`src/rtl/wb_gpio_arb_if.sv`:
```
// Bus bundle between the two Wishbone masters, the arbiter and the GPIO slave port.
// "slave" is the arbiter's view: it answers both masters and drives the GPIO slave
// port. "master" is the view of everything around the arbiter: both bus masters
// plus the GPIO slave's ack/read-data return path.
interface wb_gpio_arb_if #(
   parameter int wb_dat_width = 32,
   parameter int wb_adr_width = 32
);
   logic [wb_adr_width-1:0] m0_adr_i, m1_adr_i;
   logic [wb_dat_width-1:0] m0_dat_i, m1_dat_i;
   logic                    m0_we_i, m1_we_i;
   logic                    m0_cyc_i, m1_cyc_i;
   logic                    m0_stb_i, m1_stb_i;
   logic                    m0_ack_o, m1_ack_o;
   logic                    m0_err_o, m1_err_o;
   logic [wb_dat_width-1:0] m0_dat_o, m1_dat_o;

   logic [wb_adr_width-1:0] s_adr_o;
   logic [wb_dat_width-1:0] s_dat_o;
   logic                    s_we_o, s_cyc_o, s_stb_o;
   logic                    s_ack_i;
   logic [wb_dat_width-1:0] s_dat_i;

   modport slave (
      input  m0_adr_i, m1_adr_i, m0_dat_i, m1_dat_i, m0_we_i, m1_we_i,
             m0_cyc_i, m1_cyc_i, m0_stb_i, m1_stb_i, s_ack_i, s_dat_i,
      output m0_ack_o, m1_ack_o, m0_err_o, m1_err_o, m0_dat_o, m1_dat_o,
             s_adr_o, s_dat_o, s_we_o, s_cyc_o, s_stb_o
   );

   modport master (
      output m0_adr_i, m1_adr_i, m0_dat_i, m1_dat_i, m0_we_i, m1_we_i,
             m0_cyc_i, m1_cyc_i, m0_stb_i, m1_stb_i, s_ack_i, s_dat_i,
      input  m0_ack_o, m1_ack_o, m0_err_o, m1_err_o, m0_dat_o, m1_dat_o,
             s_adr_o, s_dat_o, s_we_o, s_cyc_o, s_stb_o
   );
endinterface

```
`src/rtl/wb_gpio_arb.sv`:
```
// Two-master Wishbone arbiter in front of the GPIO slave port.
// The grant is held for as long as the granted master keeps CYC high. Ties are
// broken round-robin. A granted STB that waits too long for ACK is aborted with
// a one-cycle ERR.
//
// state | meaning
// ------+------------------------------------------------
// IDLE  | no grant, slave bus quiet
// GNT0  | master 0 owns the slave until it drops CYC
// GNT1  | master 1 owns the slave until it drops CYC
module wb_gpio_arb #(
   parameter int wb_dat_width   = 32,
   parameter int wb_adr_width   = 32,
   parameter int timeout_cycles = 16
) (
   input  logic       clk,
   input  logic       rst,
   wb_gpio_arb_if.slave bus,
   output logic [1:0] grant_o
);

   typedef enum logic [1:0] {IDLE, GNT0, GNT1} state_t;

   localparam logic [15:0] TIMEOUT = 16'(timeout_cycles);

   state_t      state_q, state_d;
   logic        last_gnt_q, last_gnt_d;
   logic [15:0] cnt_q, cnt_d;
   logic        to_hit;

   // Read data is broadcast; the ack qualifies it.
   assign bus.m0_dat_o = bus.s_dat_i;
   assign bus.m1_dat_o = bus.s_dat_i;

   // State, round-robin pointer and timeout counter.
   always_ff @(posedge clk or posedge rst) begin
      if (rst) begin
         state_q    <= IDLE;
         last_gnt_q <= 1'b1;
         cnt_q      <= '0;
      end else begin
         state_q    <= state_d;
         last_gnt_q <= last_gnt_d;
         cnt_q      <= cnt_d;
      end
   end

   // Next-state, slave mux, ack/err routing and timeout accounting.
   always_comb begin
      state_d      = state_q;
      last_gnt_d   = last_gnt_q;
      cnt_d        = '0;
      grant_o      = 2'b00;
      bus.s_adr_o  = '0;
      bus.s_dat_o  = '0;
      bus.s_we_o   = 1'b0;
      bus.s_cyc_o  = 1'b0;
      bus.s_stb_o  = 1'b0;
      bus.m0_ack_o = 1'b0;
      bus.m1_ack_o = 1'b0;
      bus.m0_err_o = 1'b0;
      bus.m1_err_o = 1'b0;
      to_hit       = (state_q != IDLE) && (cnt_q == TIMEOUT);

      case (state_q)
         IDLE: begin
            if (bus.m0_cyc_i && bus.m1_cyc_i)
               state_d = last_gnt_q ? GNT0 : GNT1;
            else if (bus.m0_cyc_i)
               state_d = GNT0;
            else if (bus.m1_cyc_i)
               state_d = GNT1;
         end
         GNT0: begin
            grant_o      = 2'b01;
            bus.s_adr_o  = bus.m0_adr_i;
            bus.s_dat_o  = bus.m0_dat_i;
            bus.s_we_o   = bus.m0_we_i;
            bus.s_cyc_o  = bus.m0_cyc_i & ~to_hit;
            bus.s_stb_o  = bus.m0_stb_i & ~to_hit;
            bus.m0_ack_o = bus.s_ack_i & bus.m0_cyc_i & bus.m0_stb_i;
            // a late ack in the timeout cycle still completes the access
            bus.m0_err_o = to_hit & ~bus.s_ack_i & bus.m0_cyc_i;
            if (bus.s_stb_o && !bus.s_ack_i)
               cnt_d = cnt_q + 16'd1;
            if (!bus.m0_cyc_i) begin
               last_gnt_d = 1'b0;
               cnt_d      = '0;
               state_d    = bus.m1_cyc_i ? GNT1 : IDLE;
            end
         end
         GNT1: begin
            grant_o      = 2'b10;
            bus.s_adr_o  = bus.m1_adr_i;
            bus.s_dat_o  = bus.m1_dat_i;
            bus.s_we_o   = bus.m1_we_i;
            bus.s_cyc_o  = bus.m1_cyc_i & ~to_hit;
            bus.s_stb_o  = bus.m1_stb_i & ~to_hit;
            bus.m1_ack_o = bus.s_ack_i & bus.m1_cyc_i & bus.m1_stb_i;
            bus.m1_err_o = to_hit & ~bus.s_ack_i & bus.m1_cyc_i;
            if (bus.s_stb_o && !bus.s_ack_i)
               cnt_d = cnt_q + 16'd1;
            if (!bus.m1_cyc_i) begin
               last_gnt_d = 1'b1;
               cnt_d      = '0;
               state_d    = bus.m0_cyc_i ? GNT0 : IDLE;
            end
         end
         default: state_d = IDLE;
      endcase
   end

endmodule

```
`src/flat_wrapper.sv`:
```
// flat-port wrapper written by rule: the top's interface ports become plain ports
module wb_gpio_arb_flat 
#(
   parameter int wb_dat_width   = 32,
   parameter int wb_adr_width   = 32,
   parameter int timeout_cycles = 16
)
  (clk, rst, grant_o, bus_m0_adr_i, bus_m1_adr_i, bus_m0_dat_i, bus_m1_dat_i, bus_m0_we_i, bus_m1_we_i, bus_m0_cyc_i, bus_m1_cyc_i, bus_m0_stb_i, bus_m1_stb_i, bus_s_ack_i, bus_s_dat_i, bus_m0_ack_o, bus_m1_ack_o, bus_m0_err_o, bus_m1_err_o, bus_m0_dat_o, bus_m1_dat_o, bus_s_adr_o, bus_s_dat_o, bus_s_we_o, bus_s_cyc_o, bus_s_stb_o);
  wb_gpio_arb_if #(.wb_dat_width(wb_dat_width), .wb_adr_width(wb_adr_width)) bus_i ();
  input  logic clk;
  input  logic rst;
  output logic [1:0] grant_o;
  input wire logic [$bits(bus_i.m0_adr_i)-1:0] bus_m0_adr_i;
  input wire logic [$bits(bus_i.m1_adr_i)-1:0] bus_m1_adr_i;
  input wire logic [$bits(bus_i.m0_dat_i)-1:0] bus_m0_dat_i;
  input wire logic [$bits(bus_i.m1_dat_i)-1:0] bus_m1_dat_i;
  input wire logic [$bits(bus_i.m0_we_i)-1:0] bus_m0_we_i;
  input wire logic [$bits(bus_i.m1_we_i)-1:0] bus_m1_we_i;
  input wire logic [$bits(bus_i.m0_cyc_i)-1:0] bus_m0_cyc_i;
  input wire logic [$bits(bus_i.m1_cyc_i)-1:0] bus_m1_cyc_i;
  input wire logic [$bits(bus_i.m0_stb_i)-1:0] bus_m0_stb_i;
  input wire logic [$bits(bus_i.m1_stb_i)-1:0] bus_m1_stb_i;
  input wire logic [$bits(bus_i.s_ack_i)-1:0] bus_s_ack_i;
  input wire logic [$bits(bus_i.s_dat_i)-1:0] bus_s_dat_i;
  output wire logic [$bits(bus_i.m0_ack_o)-1:0] bus_m0_ack_o;
  output wire logic [$bits(bus_i.m1_ack_o)-1:0] bus_m1_ack_o;
  output wire logic [$bits(bus_i.m0_err_o)-1:0] bus_m0_err_o;
  output wire logic [$bits(bus_i.m1_err_o)-1:0] bus_m1_err_o;
  output wire logic [$bits(bus_i.m0_dat_o)-1:0] bus_m0_dat_o;
  output wire logic [$bits(bus_i.m1_dat_o)-1:0] bus_m1_dat_o;
  output wire logic [$bits(bus_i.s_adr_o)-1:0] bus_s_adr_o;
  output wire logic [$bits(bus_i.s_dat_o)-1:0] bus_s_dat_o;
  output wire logic [$bits(bus_i.s_we_o)-1:0] bus_s_we_o;
  output wire logic [$bits(bus_i.s_cyc_o)-1:0] bus_s_cyc_o;
  output wire logic [$bits(bus_i.s_stb_o)-1:0] bus_s_stb_o;
  assign bus_i.m0_adr_i = bus_m0_adr_i;
  assign bus_i.m1_adr_i = bus_m1_adr_i;
  assign bus_i.m0_dat_i = bus_m0_dat_i;
  assign bus_i.m1_dat_i = bus_m1_dat_i;
  assign bus_i.m0_we_i = bus_m0_we_i;
  assign bus_i.m1_we_i = bus_m1_we_i;
  assign bus_i.m0_cyc_i = bus_m0_cyc_i;
  assign bus_i.m1_cyc_i = bus_m1_cyc_i;
  assign bus_i.m0_stb_i = bus_m0_stb_i;
  assign bus_i.m1_stb_i = bus_m1_stb_i;
  assign bus_i.s_ack_i = bus_s_ack_i;
  assign bus_i.s_dat_i = bus_s_dat_i;
  assign bus_m0_ack_o = bus_i.m0_ack_o;
  assign bus_m1_ack_o = bus_i.m1_ack_o;
  assign bus_m0_err_o = bus_i.m0_err_o;
  assign bus_m1_err_o = bus_i.m1_err_o;
  assign bus_m0_dat_o = bus_i.m0_dat_o;
  assign bus_m1_dat_o = bus_i.m1_dat_o;
  assign bus_s_adr_o = bus_i.s_adr_o;
  assign bus_s_dat_o = bus_i.s_dat_o;
  assign bus_s_we_o = bus_i.s_we_o;
  assign bus_s_cyc_o = bus_i.s_cyc_o;
  assign bus_s_stb_o = bus_i.s_stb_o;
  wb_gpio_arb #(.wb_dat_width(wb_dat_width), .wb_adr_width(wb_adr_width), .timeout_cycles(timeout_cycles)) u_core (.clk(clk), .rst(rst), .bus(bus_i), .grant_o(grant_o));
endmodule
```
`config.mk`:
```
export PLATFORM = sky130hd
export DESIGN_NAME = wb_gpio_arb_flat
export DESIGN_NICKNAME = d
export VERILOG_FILES = /design/src/rtl/wb_gpio_arb_if.sv /design/src/rtl/wb_gpio_arb.sv /design/src/flat_wrapper.sv
export SDC_FILE = /design/constraint.sdc
export NUM_CORES = 1
export LEC_CHECK = 0
export CAP_MARGIN = 0
export CORE_AREA = 2 2 119 121
export CTS_CLUSTER_SIZE = 24
export DETAILED_ROUTE_END_ITERATION = 10
export DIE_AREA = 0 0 121 123
export SYNTH_ARGS = -nofsm -noshare
export SYNTH_HDL_FRONTEND = slang
export SYNTH_SLANG_ARGS = --single-unit
```
`constraint.sdc`:
```
create_clock -name clk -period 2.37 [get_ports clk]
set_input_delay 0.474 -clock clk [delete_from_list [all_inputs] [get_ports clk]]
set_output_delay 0.474 -clock clk [all_outputs]
set_load 0.005 [all_outputs]
```
==> impl_metrics.toml <==
[sta]
finalCritPeriodShare = 1.06
fmax_mhz = 397
skew_ns = 0.00259
period_needed_ns = 2.52
drv_slew = 0
holdWs_ns = 0.507
worst_slew_pin_slew_ns = 0.734
setup_viol = 21
rsz0062_at_grt = "true"
slew_headroom = 0.510
setup_slack_ns = -0.147
hold_violations = 0

[clocking]
htree_levels = 1
cts_root_buffer = "clkbuf_16"
clockBufferDepth = 2
clock_sinks = 19
hold_buffers = 0
clk_pin_slew_worst_paths_ns = 0.05
cts_tree = "yes"
cts_buffers = 3
clock_latency_ns = 0.25

[logic_synthesis]
synth_area_leaders = "a22oi_1 (19%), buf_4 (19%), dfrtp_1 (17%)"
synth_nets = 516
yosysTopAreaCell = "a22oi_1"
synth_warnings = 0
avgSynthCellArea_um2 = 7.65
synth_seq_cells = 19
synth_cell_type_count = 33
synthCells = 341
syn-cell-area_um2 = 2610
synth.top_cell.area_share = 0.193
yosysSeqAreaShare = 0.183
synth-edff-count = 0
async_flop_share = 1.00
synth_ff_type = "dfrtp_1"

[run_status]
outcome = "finished with violations"
violations = "setup timing"

[global_route]
grt.total_usage = 0.148
grt_pass1_vias = 3074
grt_first_pass_wirelength_um = 17200
gr-total-overflow = 0
antenna_found_initial = 0
grt_max_degree = 34

[final_layout]
nets = 699
diodes = 0
n_fill_cell = 1398
area.growth.synth_to_final_pct = 98.8
finish.utilization = 0.381
drive_above_1_share = 0.216

[die]
die_w_um = 121
initial_utilization = 0.192
rows = 43
core_area_um2 = 13600
dieArea_um2 = 14900
pin_count = 306
die_h_um = 123

[hold_path]
hold-path-endpoint = "u_core.last_gnt_q"
hold_depth = 2
hp-class = "reg -> reg"
min_from = "u_core.last_gnt_q"

[placed_design]
gp_congestion = 0.850
portBuffers = 209
hpwlAfterDp_um = 9420

[detailed_routing]
wl_per_cell_um = 17.8
vias = 3089
drc = 0
firstDrtPassIters = 4
totalWireLength_um = 12500
ant_nets = 0
vias_per_cell = 4.39
drtIter0Drc = 95

[setup_path]
path_cells = "inv_1 -> buf_4 -> ha_4 -> bufbuf_16 -> a22oi_2 -> nor2b_1 -> clkdlybuf4s50_1"
cp_max_fo = 17
max_stage_delay_ns = 0.51
rrSetupSlack_ns = 0.25
r2r-start = "u_core.state_q[1]"
r2r_cells = 11
critPathLaunchType = "flip-flop"
crit_slowest_cell = "clkdlybuf4s50_1"
path_class = "reg -> out"
endpoint_kind = "primary output"
timing.rr.end = "u_core.cnt_q[15]"
cp.required_ns = 1.90
worstPathArrival_ns = 2.04

[run]
drv_cap = 0

[pwr]
fin_total_pwr_uw = 4210
power_density_nw_per_um2 = 813
cellLeakagePower_uw = 0.00226
peakVddDrop_v = 0.000337
## per-layer routing
layer / routed length [µm] / up-vias / track usage
li1: - / 1491 / -
met1: 5150 / 1436 / 0.189
met2: 5800 / 152 / 0.240
met3: 1460 / 10 / 0.0590
met4: 104 / 0 / 0.0203
met5: 0 / - / 0
## cell type report
class,count,area [µm²],area share
multi-input cells,222,1670,0.323
flip-flops and latches,19,477,0.0920
inverters,9,33.8,0.00652
well taps,180,225,0.0435
clock buffers,4,78.8,0.0152
repair buffers,269,2690,0.520
## state kept, by name, indices dropped and copies added, names as in the netlist
register	cells
u_core.state_q	2
u_core.cnt_q	16
u_core.last_gnt_q	1
## where the power goes
part | switching [µW] | internal, µW | leakage (µW)
clock network | 122 | 229 | 0.0000382
logic | 1450 | 2050 | 0.00196
registers | 13.7 | 353 | 0.000260
total | 1580 | 2630 | 0.00226
## stage by stage
stage / std cells / setup TNS [ns] / setup WS, ns / area [µm²]
after CTS: 692 / -5.97 / -0.218 / 4940
after global placement: 683 / -1.06 / -0.315 / 4720
final: 703 / -2.57 / -0.147 / 5180
after detailed placement: 683 / -1.37 / -0.305 / 4720
after floorplan: 341 / 0 / 0.193 / 2610
after global routing: 703 / -4.90 / -0.258 / 5180
## worst max-delay path, delay by kind of cell, from the launching register on
family | cells | cell delay [ns]
AND/OR/NAND/NOR | 1 | 0.12
adder cells (fa/ha/maj) | 1 | 0.18
AO/OA/AOI/OAI | 1 | 0.10
flip-flops | 1 | 0.37
buffers and inverters | 4 | 1.02
## how the worst max path moves through the flow
stage,slack (ns),start,depth (start not counted),endpoint
2_1_floorplan,0.19,u_core.state_q[0],5,bus_m1_err_o
5_1_grt,-0.26,u_core.state_q[1],5,bus_s_adr_o[3]
3_5_place_dp,-0.31,u_core.state_q[1],6,bus_m1_err_o
6_report,-0.15,u_core.state_q[0],7,bus_s_dat_o[8]
3_3_place_gp,-0.32,u_core.state_q[0],6,bus_m1_err_o
4_1_cts,-0.22,u_core.state_q[1],6,bus_s_adr_o[27]
## placed cells by master, fill, tap and decap left out, types with 4 or more instances in the layout
cell type | netlist | routed
xnor2_1 | 11 | 11
nor2b_1 | 65 | 65
clkdlybuf4s50_1 | 0 | 155
buf_4 | 65 | 46
nand4_1 | 4 | 4
nor2_1 | 24 | 24
clkdlybuf4s15_1 | 0 | 6
a22oi_2 | 0 | 23
and3_1 | 4 | 4
inv_1 | 9 | 8
nand3_1 | 5 | 5
buf_12 | 0 | 7
dfrtp_1 | 18 | 18
nor4_1 | 4 | 4
nor3_1 | 4 | 4
buf_2 | 1 | 4
nand2_1 | 6 | 6
clkbuf_16 | 0 | 5
clkbuf_2 | 0 | 12
dlygate4sd2_1 | 0 | 14
a22oi_1 | 67 | 44
dlymetal6s2s_1 | 0 | 17
## cells by family after synthesis
kind of cell               Yosys count  share of synthesized area
xor gates and xnor gates            14                     0.0470
muxes                                1                    0.00384
buffers and inverters              100                      0.244
and+or+nand+nor                    127                      0.277
DFF                                 19                      0.183
AOI/OAI and AO/OA                   74                      0.216
adders and majority gates            6                     0.0288
## cells in the mapped netlist (all sizes together), types with 3 or more instances
library cell / n
buf: 68
a22oi: 67
nor2b: 65
nor2: 24
clkbuf: 23
dfrtp: 18
xnor2: 11
inv: 9
ha: 6
nand2: 6
nand3: 5
and3: 4
nand4: 4
nor3: 4
nor4: 4
xor2: 3
## repair_timing
item / 4_1_cts / 5_1_grt
gates resized for setup: 65 / 72
endpoints found under the setup margin: 71 / 50
endpoints found under the hold margin: 0 / 0
gates cloned: 3 / 2
buffers inserted: 2 / 9
pin swaps: 7 / 5
(Power assumes the default switching activity.)
